<file path="config.mk">
export PLATFORM = sky130hd
export DESIGN_NAME = direct_tx_arbiter
export DESIGN_NICKNAME = d
export VERILOG_FILES = /design/src/rtl/direct_tx_arbiter_pkg.sv /design/src/rtl/direct_tx_arbiter_rr_picker.sv /design/src/rtl/direct_tx_arbiter.sv
export SDC_FILE = /design/constraint.sdc
export NUM_CORES = 1
export LEC_CHECK = 0
export CAP_MARGIN = 20
export CORE_AREA = 10 10 747 749
export CTS_CLUSTER_SIZE = 40
export DETAILED_ROUTE_END_ITERATION = 16
export DIE_AREA = 0 0 757 759
export GPL_TIMING_DRIVEN = 1
export PLACE_DENSITY = 0.3
export SYNTH_ARGS = -nofsm -noshare
export SYNTH_HDL_FRONTEND = slang
export SYNTH_HIERARCHICAL = 1
export SYNTH_SLANG_ARGS = --single-unit
</file>
<file path="constraint.sdc">
create_clock -name clk -period 2.72 [get_ports clk]
set_input_delay 0.68 -clock clk [delete_from_list [all_inputs] [get_ports clk]]
set_output_delay 0.68 -clock clk [all_outputs]
set_load 0.02 [all_outputs]
</file>
<file path="src/rtl/direct_tx_arbiter_pkg.sv">
`default_nettype none
// ============================================================================
// Module      : direct_pkg
// Description : Shared widths, arbiter state encoding and the AXI-Stream beat
//               bundle used by the direct_tx arbiter and its round-robin
//               picker.
// Revision    : 1.0 - initial release
// ============================================================================
package direct_pkg;

  localparam int DIRECT_DATA_W = 512;
  localparam int DIRECT_KEEP_W = 64;
  localparam int DIRECT_DEST_W = 16;
  localparam int DIRECT_USER_W = 48;

  typedef enum logic [0:0] {
    ARB_IDLE   = 1'b0,
    ARB_LOCKED = 1'b1
  } arb_state_t;

  // One stream beat with every sideband field except the handshake.
  typedef struct packed {
    logic                     tlast;
    logic [DIRECT_DATA_W-1:0] tdata;
    logic [DIRECT_KEEP_W-1:0] tkeep;
    logic [DIRECT_DEST_W-1:0] tdest;
    logic [DIRECT_USER_W-1:0] tuser;
  } axis_beat_t;

endpackage
`default_nettype wire

</file>
<file path="src/rtl/direct_tx_arbiter_rr_picker.sv">
`default_nettype none
// ============================================================================
// Module      : rr_picker
// Description : Purely combinational round-robin search. Returns the first
//               set request bit found scanning upward from rr_ptr with wrap.
// Ports       : req     - request vector, one bit per source
//               rr_ptr  - index searched first
//               winner  - selected index (0 when nothing is requested)
//               any_req - high when at least one request bit is set
// Revision    : 1.0 - initial release
// ============================================================================
module rr_picker #(
  parameter int NUM_IN = 2,
  parameter int IDX_W  = $clog2(NUM_IN)
) (
  input  logic [NUM_IN-1:0] req,
  input  logic [IDX_W-1:0]  rr_ptr,
  output logic [IDX_W-1:0]  winner,
  output logic              any_req
);

  // One extra bit so rr_ptr + offset never overflows before the wrap.
  logic [IDX_W:0] w_idx;

  // Scan offsets from farthest to nearest: the nearest requester is written
  // last and therefore wins.
  always_comb begin
    winner  = '0;
    any_req = 1'b0;
    w_idx   = '0;
    for (int k = NUM_IN - 1; k >= 0; k--) begin
      w_idx = {1'b0, rr_ptr} + (IDX_W+1)'(k);
      if (w_idx >= (IDX_W+1)'(NUM_IN)) begin
        w_idx = w_idx - (IDX_W+1)'(NUM_IN);
      end
      if (req[w_idx[IDX_W-1:0]]) begin
        winner  = w_idx[IDX_W-1:0];
        any_req = 1'b1;
      end
    end
  end

endmodule
`default_nettype wire

</file>
<file path="src/rtl/direct_tx_arbiter.sv">
`default_nettype none
// ============================================================================
// Module      : direct_tx_arbiter
// Description : Packet-granular round-robin merge of NUM_IN AXI-Stream sources
//               onto the direct_tx stream. A grant is held until the owner's
//               tlast beat is accepted, so packets never interleave.
// Ports       : clk, rst           - clock, asynchronous active-high reset
//               in_*               - flattened per-source streams
//               direct_tx_*        - merged output stream
//               grant_idx          - current or most recent owner
//               busy               - high while a packet is locked
// Build macro : DIRECT_ARB_OUTREG_EN - inserts a 2-entry skid buffer on the
//               direct_tx side (all outputs and the ready path registered,
//               +1 cycle latency, full throughput).
// Revision    : 1.0 - initial release
// ============================================================================
module direct_tx_arbiter
  import direct_pkg::*;
#(
  parameter int NUM_IN = 2,
  parameter int IDX_W  = $clog2(NUM_IN)
) (
  input  logic                              clk,
  input  logic                              rst,
  input  logic [NUM_IN-1:0]                 in_tvalid,
  output logic [NUM_IN-1:0]                 in_tready,
  input  logic [NUM_IN-1:0]                 in_tlast,
  input  logic [NUM_IN*DIRECT_DATA_W-1:0]   in_tdata,
  input  logic [NUM_IN*DIRECT_KEEP_W-1:0]   in_tkeep,
  input  logic [NUM_IN*DIRECT_DEST_W-1:0]   in_tdest,
  input  logic [NUM_IN*DIRECT_USER_W-1:0]   in_tuser,
  output logic                              direct_tx_tvalid,
  input  logic                              direct_tx_tready,
  output logic                              direct_tx_tlast,
  output logic [DIRECT_DATA_W-1:0]          direct_tx_tdata,
  output logic [DIRECT_KEEP_W-1:0]          direct_tx_tkeep,
  output logic [DIRECT_DEST_W-1:0]          direct_tx_tdest,
  output logic [DIRECT_USER_W-1:0]          direct_tx_tuser,
  output logic [IDX_W-1:0]                  grant_idx,
  output logic                              busy
);

  arb_state_t       r_state;
  arb_state_t       w_state_next;
  logic [IDX_W-1:0] r_grant_idx;
  logic [IDX_W-1:0] r_rr_ptr;
  logic [IDX_W-1:0] w_winner;
  logic [IDX_W-1:0] w_ptr_after;
  logic             w_any_req;
  logic             w_src_valid;
  logic             w_m_valid;
  logic             w_m_ready;
  logic             w_m_done;
  axis_beat_t       w_src_beat;
  axis_beat_t       w_m_beat;

  rr_picker #(
    .NUM_IN (NUM_IN),
    .IDX_W  (IDX_W)
  ) u_rr_picker (
    .req     (in_tvalid),
    .rr_ptr  (r_rr_ptr),
    .winner  (w_winner),
    .any_req (w_any_req)
  );

  // Select the granted source's beat out of the flattened input buses.
  always_comb begin
    w_src_valid = 1'b0;
    w_src_beat  = '0;
    for (int i = 0; i < NUM_IN; i++) begin
      if (IDX_W'(i) == r_grant_idx) begin
        w_src_valid      = in_tvalid[i];
        w_src_beat.tlast = in_tlast[i];
        w_src_beat.tdata = in_tdata[i*DIRECT_DATA_W +: DIRECT_DATA_W];
        w_src_beat.tkeep = in_tkeep[i*DIRECT_KEEP_W +: DIRECT_KEEP_W];
        w_src_beat.tdest = in_tdest[i*DIRECT_DEST_W +: DIRECT_DEST_W];
        w_src_beat.tuser = in_tuser[i*DIRECT_USER_W +: DIRECT_USER_W];
      end
    end
  end

  assign w_ptr_after = (r_grant_idx == IDX_W'(NUM_IN - 1)) ? '0
                                                            : r_grant_idx + IDX_W'(1);
  // Packet ends when its tlast beat leaves the arbiter (into the output
  // stream or, with the skid buffer, into the buffer).
  assign w_m_done    = w_m_valid && w_m_ready && w_m_beat.tlast;
  assign grant_idx   = r_grant_idx;

  // State register, grant capture and round-robin pointer.
  always_ff @(posedge clk or posedge rst) begin
    if (rst) begin
      r_state     <= ARB_IDLE;
      r_grant_idx <= '0;
      r_rr_ptr    <= '0;
    end else begin
      r_state <= w_state_next;
      if ((r_state == ARB_IDLE) && w_any_req) begin
        r_grant_idx <= w_winner;
      end
      if (w_m_done) begin
        r_rr_ptr <= w_ptr_after;
      end
    end
  end

  // Next-state logic.
  always_comb begin
    w_state_next = r_state;
    case (r_state)
      ARB_IDLE:   if (w_any_req) w_state_next = ARB_LOCKED;
      ARB_LOCKED: if (w_m_done)  w_state_next = ARB_IDLE;
      default:    w_state_next = ARB_IDLE;
    endcase
  end

  // Output logic: pass-through of the owner while locked, all quiet in IDLE.
  always_comb begin
    busy      = (r_state == ARB_LOCKED);
    w_m_valid = busy && w_src_valid;
    w_m_beat  = busy ? w_src_beat : '0;
    in_tready = '0;
    for (int i = 0; i < NUM_IN; i++) begin
      if (busy && (IDX_W'(i) == r_grant_idx)) begin
        in_tready[i] = w_m_ready;
      end
    end
  end

`ifdef DIRECT_ARB_OUTREG_EN
  // Two-entry skid buffer: r_out holds the presented beat, r_skid catches the
  // one beat accepted in the cycle downstream stalls. Upstream ready depends
  // only on the skid occupancy, so the ready path is registered.
  axis_beat_t r_out_beat;
  axis_beat_t r_skid_beat;
  logic       r_out_valid;
  logic       r_skid_valid;

  assign w_m_ready = !r_skid_valid;

  always_ff @(posedge clk or posedge rst) begin
    if (rst) begin
      r_out_valid  <= 1'b0;
      r_skid_valid <= 1'b0;
      r_out_beat   <= '0;
      r_skid_beat  <= '0;
    end else if (r_skid_valid) begin
      if (direct_tx_tready) begin
        r_out_beat   <= r_skid_beat;
        r_skid_valid <= 1'b0;
      end
    end else if (w_m_valid) begin
      if (!r_out_valid || direct_tx_tready) begin
        r_out_beat  <= w_m_beat;
        r_out_valid <= 1'b1;
      end else begin
        r_skid_beat  <= w_m_beat;
        r_skid_valid <= 1'b1;
      end
    end else if (direct_tx_tready) begin
      r_out_valid <= 1'b0;
    end
  end

  assign direct_tx_tvalid = r_out_valid;
  assign direct_tx_tlast  = r_out_beat.tlast;
  assign direct_tx_tdata  = r_out_beat.tdata;
  assign direct_tx_tkeep  = r_out_beat.tkeep;
  assign direct_tx_tdest  = r_out_beat.tdest;
  assign direct_tx_tuser  = r_out_beat.tuser;
`else
  assign w_m_ready        = direct_tx_tready;
  assign direct_tx_tvalid = w_m_valid;
  assign direct_tx_tlast  = w_m_beat.tlast;
  assign direct_tx_tdata  = w_m_beat.tdata;
  assign direct_tx_tkeep  = w_m_beat.tkeep;
  assign direct_tx_tdest  = w_m_beat.tdest;
  assign direct_tx_tuser  = w_m_beat.tuser;
`endif

endmodule
`default_nettype wire

</file>
Word level (Yosys, flattened, before mapping)
Cells that the tools add are included.

storage, ports and cells
  memory bits (writable) = 0
  register bits after elaboration = 3
  memories = 0
  memory bits (read-only) = 0
  bits of input ports = 1287
  latch bits = 0
  logic and storage cells = 38

operators by class
  shift-type cells = 0
  reductions and logical operators = 6
  muxes and demuxes = 19
  order comparisons = 4
  multiply operators = 0
  bitwise gates (word level) = 2
  divide/modulo/power cells = 0
  add/subtract/negate cells = 4
  eq/ne operators = 0

operators with widths
  operator                                                    number
  2-to-1 mux 641 bit                                          2
  2-to-1 mux 1 bit                                            16
  logical AND 1 bit                                           6
  less-than comparator 1 x 2 -> 1 bit, second input constant  2
  adder 1 x 1 -> 2 bit, second input constant                 1
  >= comparator 1 x 2 -> 1 bit, second input constant         1
  >= comparator 2 bit, second input constant                  1
  NOT 1 bit                                                   2
  one-hot mux 1 bit (2 select lines)                          1
  subtractor 1 bit, second input constant                     2
  adder 1 bit, second input constant                          1

Logic depth before layout (Yosys ltp)
Gate-level depths: netlist of run 1.

  depth after elaboration = 9
  mapped depth = 6
  mapped depth without buffers = 3

Modules after synthesis
The synthesis of run 1 kept the hierarchy.

modules (own cells, without submodules)
  module             area an instance (um^2)  cells an instance  sequential area each (um^2)  instances
  direct_tx_arbiter  11471.0                  1441               75.1                         1
  rr_picker          17.5                     3                  0.0                          1

Worst setup path before layout of run 1
No wires, ideal clock.

  path type = reg-to-output
  start = register r_grant_idx, in the netlist grant_idx
  end = output port direct_tx_tdata[256]
  path slack = 0.538 ns
  stages on the path, launching flop included = 7
  arrival = 1.502 ns
  data required time = 2.040 ns
  cell sequence = dfrtp_1 buf_4 buf_4 buf_6 buf_6 mux2i_1 nor2b_1

on the way
  cells in the longest elaborated chain, start to end = 2

ends and longest elaborated chain
  item                    line                      RTL
  from (decl)             direct_tx_arbiter.sv:45   logic [IDX_W-1:0] r_grant_idx;
  from (signal assigned)  direct_tx_arbiter.sv:99   r_grant_idx <= w_winner;
  2-to-1 mux 641 bit      direct_tx_arbiter.sv:72   if (IDX_W'(i) == r_grant_idx) begin
  2-to-1 mux 641 bit      direct_tx_arbiter.sv:121  w_m_beat = busy ? w_src_beat : '0;
  to (decl)               direct_tx_arbiter.sv:35   output logic [DIRECT_DATA_W-1:0] direct_tx_tdata,

Every way passes these cells.

Worst setup path after layout of run 1
  start = register r_grant_idx, in the netlist grant_idx
  end = output port direct_tx_tuser[11]

on the way
  cells in the longest elaborated chain, start to end = 2

ends and longest elaborated chain
  item                line                      RTL
  2-to-1 mux 641 bit  direct_tx_arbiter.sv:72
  2-to-1 mux 641 bit  direct_tx_arbiter.sv:121
  to (decl)           direct_tx_arbiter.sv:38   output logic [DIRECT_USER_W-1:0] direct_tx_tuser,

Every way passes these cells.

==> metrics.cfg, run 1 <==
[setup_path]
crit_slowest_cell = dfrtp_4
cp_data_arrival_time_ps = 2150
end_kind = output pin
critical_path_buf_inv_count = 5
path_cells = buf_16 > buf_12 > buf_4 > mux2i_2 > buf_4 > nor2b_4 > buf_12
slowest_delay_ps = 530
cpLargestDelayFamily = buffers and inverters
path_class = flop to output pin
crit_fanout = 13
critPathRequiredTime_ps = 2040
critPathLaunchType = flop

[clock_network]
clk_pin_slew_ps = 30
cts_tree = done
clk_latency_ps = 230
cts_hold_buf = 0
cts_sinks = 3
clockRootBuffer = clkbuf_16
h-tree-depth = 1
cts_buffers = 3
clk_path_buf_depth = 2

[floorplan]
dieArea_mm2 = 0.575
io_pins = 1933
die_h_um = 759
start_util_pct = 2.12
die_w_um = 757
fp-row-count = 271
core_mm2 = 0.543

[sta]
max_slew.worst_pin.slew_ps = 625
max-slew-margin-rel_pct = 58.3
finalMaxSlewViolations = 0
fin_crit_ps = 2830
skew_ps = 0.421
setup_viol = 62
hold_viol_final = 0
max_freq_mhz = 353
min_period_over_period_pct = 104
rsz0062_at_grt = true
final.setup.worst_slack_ps = -112

[pwr]
clock_power_share_pct = 0.6
p_seq_share_pct = 0.3
power_uw = 40600
p_sw_share_pct = 51.7
p_sw_uw = 21000
ir_worst_vdd_mv = 0.362
comb_power_share_pct = 99.2
p_leak_uw = 0.0176
powerDensity_mw_per_mm2 = 853
p_int_uw = 19600

[grt]
overflow = 0
grt_start_max_net_pins = 47
grt_usage_pct = 12.7
antenna_found_initial = 465
grt_pass1_wl_mm = 439
grt_pass1_vias = 23200

[placed_design]
hpwl_mm = 365
routabilityCongestion = 0.946
place.port_buffers = 1932
place_worst_setup_slack_ps = -674

[outcome]
violations = setup timing
status = complete, but fails checks

[run]
cap_violations = 0

[cells_and_area]
n_fill_cell = 63100
seqCellArea_um2 = 82.6
multi_input_area_mm2 = 0.0125
areaGrowthSynthToFinish_pct = 315
final_nets = 4857
layout_commonest_cell = clkdlybuf4s50_1
drive_gt1_share_pct = 33.3
layout_common_cells = clkdlybuf4s50_1 (1276), mux2i_1 (494), nor2b_1 (429)

[detailed_routing]
vias = 22600
drtIter0Drc = 958
via_per_inst = 2.08
firstDrtPassIters = 4
wl_per_cell_um = 35.6
drc = 0
postRouteAntennaNets = 0
wl_mm = 387

[synthesis]
synth_seq_cells = 3
yosysSeqAreaShare_pct = 0.653
ys_types = 16
synth_top_area_share_pct = 56.0
netlist_area_mm2 = 0.0115
syn_nets = 2731
yosysWarnings = 6
synth_area_leaders = mux2i_1 (56%), nor2b_1 (35%), buf_4 (3.0%), clkbuf_1 (2.3%), buf_6 (2.2%)
synth_top_area_cell = mux2i_1
avgSynthCellArea_um2 = 7.96
synth_cells = 1444

[min_path]
hold_path_class = flop to flop

-- flip-flops by register name, summed over array words and instances (netlist names) --
signal     count
r_rr_ptr       1
grant_idx      1
busy           1
-- power groups by stage --
stage,Clock (uW),Sequential [uW],Combinational [uW]
floorplan,0,84.6,13200
global placement,0,94.0,37400
detailed placement,0,94.2,37300
CTS,239,105,39300
global route,244,113,42300
finish,235,109,40300
-- cells in the mapped netlist --
cell,n
dfrtp_1,3
nand2_1,1
buf_4,46
nor2_1,1
a21boi_1,1
inv_1,3
or2_1,1
nand4bb_1,1
o21a_1,1
and3_1,1
buf_2,6
mux2_2,1
clkbuf_1,70
mux2i_1,643
nor2b_1,643
buf_6,22
-- worst reg2reg max path, stage by stage (launching register included) --
cell and delay [ps]:
dfrtp_4 530, buf_12 180, buf_6 260, mux2i_4 180
buf_12 150, nand4bb_1 340, mux2i_1 160
-- repair_timing --
item,4_1_cts,5_1_grt
gates resized for setup,687,486
setup buffers,26,44
gates cloned,13,17
endpoints found under the setup margin,529,406
pin swaps,0,0
-- cell type report --
type | count | share of cell area (%)
well taps | 7234 | 19.0
repair buffers | 2265 | 54.2
flip-flops and latches | 3 | 0.173
inverters | 3 | 0.0236
multi-input cells | 1294 | 26.2
diodes | 56 | 0.294
clock buffers | 4 | 0.166
-- through the flow --
| step | hold slack [ps] | util, % | instances | area (um2) | setup TNS (ps) |
|---|---|---|---|---|---|
| after global placement | 526 | 8.13 | 10700 | 44200 | -25720 |
| after detailed placement | 526 | 8.14 | 10700 | 44200 | -20260 |
| after CTS | 532 | 8.46 | 10800 | 45900 | -20130 |
| final | 532 | 8.77 | 10900 | 47600 | -1870 |
| after floorplan | 434 | - | 1444 | 11500 | 0 |
| after global routing | 555 | 8.76 | 10800 | 47500 | -7250 |
-- path summary, 6_finish.rpt --
path	depth (start not counted)	startpoint	end	slack, ps
setup / recovery	7	grant_idx	direct_tx_tuser[11]	-110
hold / removal	2	r_rr_ptr	r_rr_ptr	530
setup reg to reg	6	grant_idx	r_rr_ptr	790
hold reg to reg	2	r_rr_ptr	r_rr_ptr	530
max in group asynchronous	2	rst	busy	1900
min in group asynchronous	2	rst	grant_idx	680
-- cell families (layout without fill, tap and decap cells) --
logic type	count (synthesis)	count (layout)	synth area share, %
other	0	56	0
buffers and inverters	147	2272	7.81
flip-flops	3	3	0.653
AO/OA/AOI/OAI	2	2	0.131
multiplexers	644	644	56.1
AND/OR/NAND/NOR	648	648	35.3
-- metal layers --
layer	GRT usage (%)	routed length (um)	up-vias
li1	-	-	9229
met1	12.8	132000	10400
met2	21.1	174000	1917
met3	10.5	70900	778
met4	0.962	7370	314
met5	0	2120	-
No activity file was read; power rests on OpenSTA's default activity.
==> run 2: changes to the inputs <==
--- a/config.mk
+++ b/config.mk
@@ -10,7 +10,6 @@
 export CTS_CLUSTER_SIZE = 40
 export DETAILED_ROUTE_END_ITERATION = 16
 export DIE_AREA = 0 0 757 759
-export GPL_TIMING_DRIVEN = 1
 export PLACE_DENSITY = 0.3
 export SYNTH_ARGS = -nofsm -noshare
 export SYNTH_HDL_FRONTEND = slang
==> results of run 2 <==
Same layout as run 1: the final DEF is identical, and so are final timing and power.
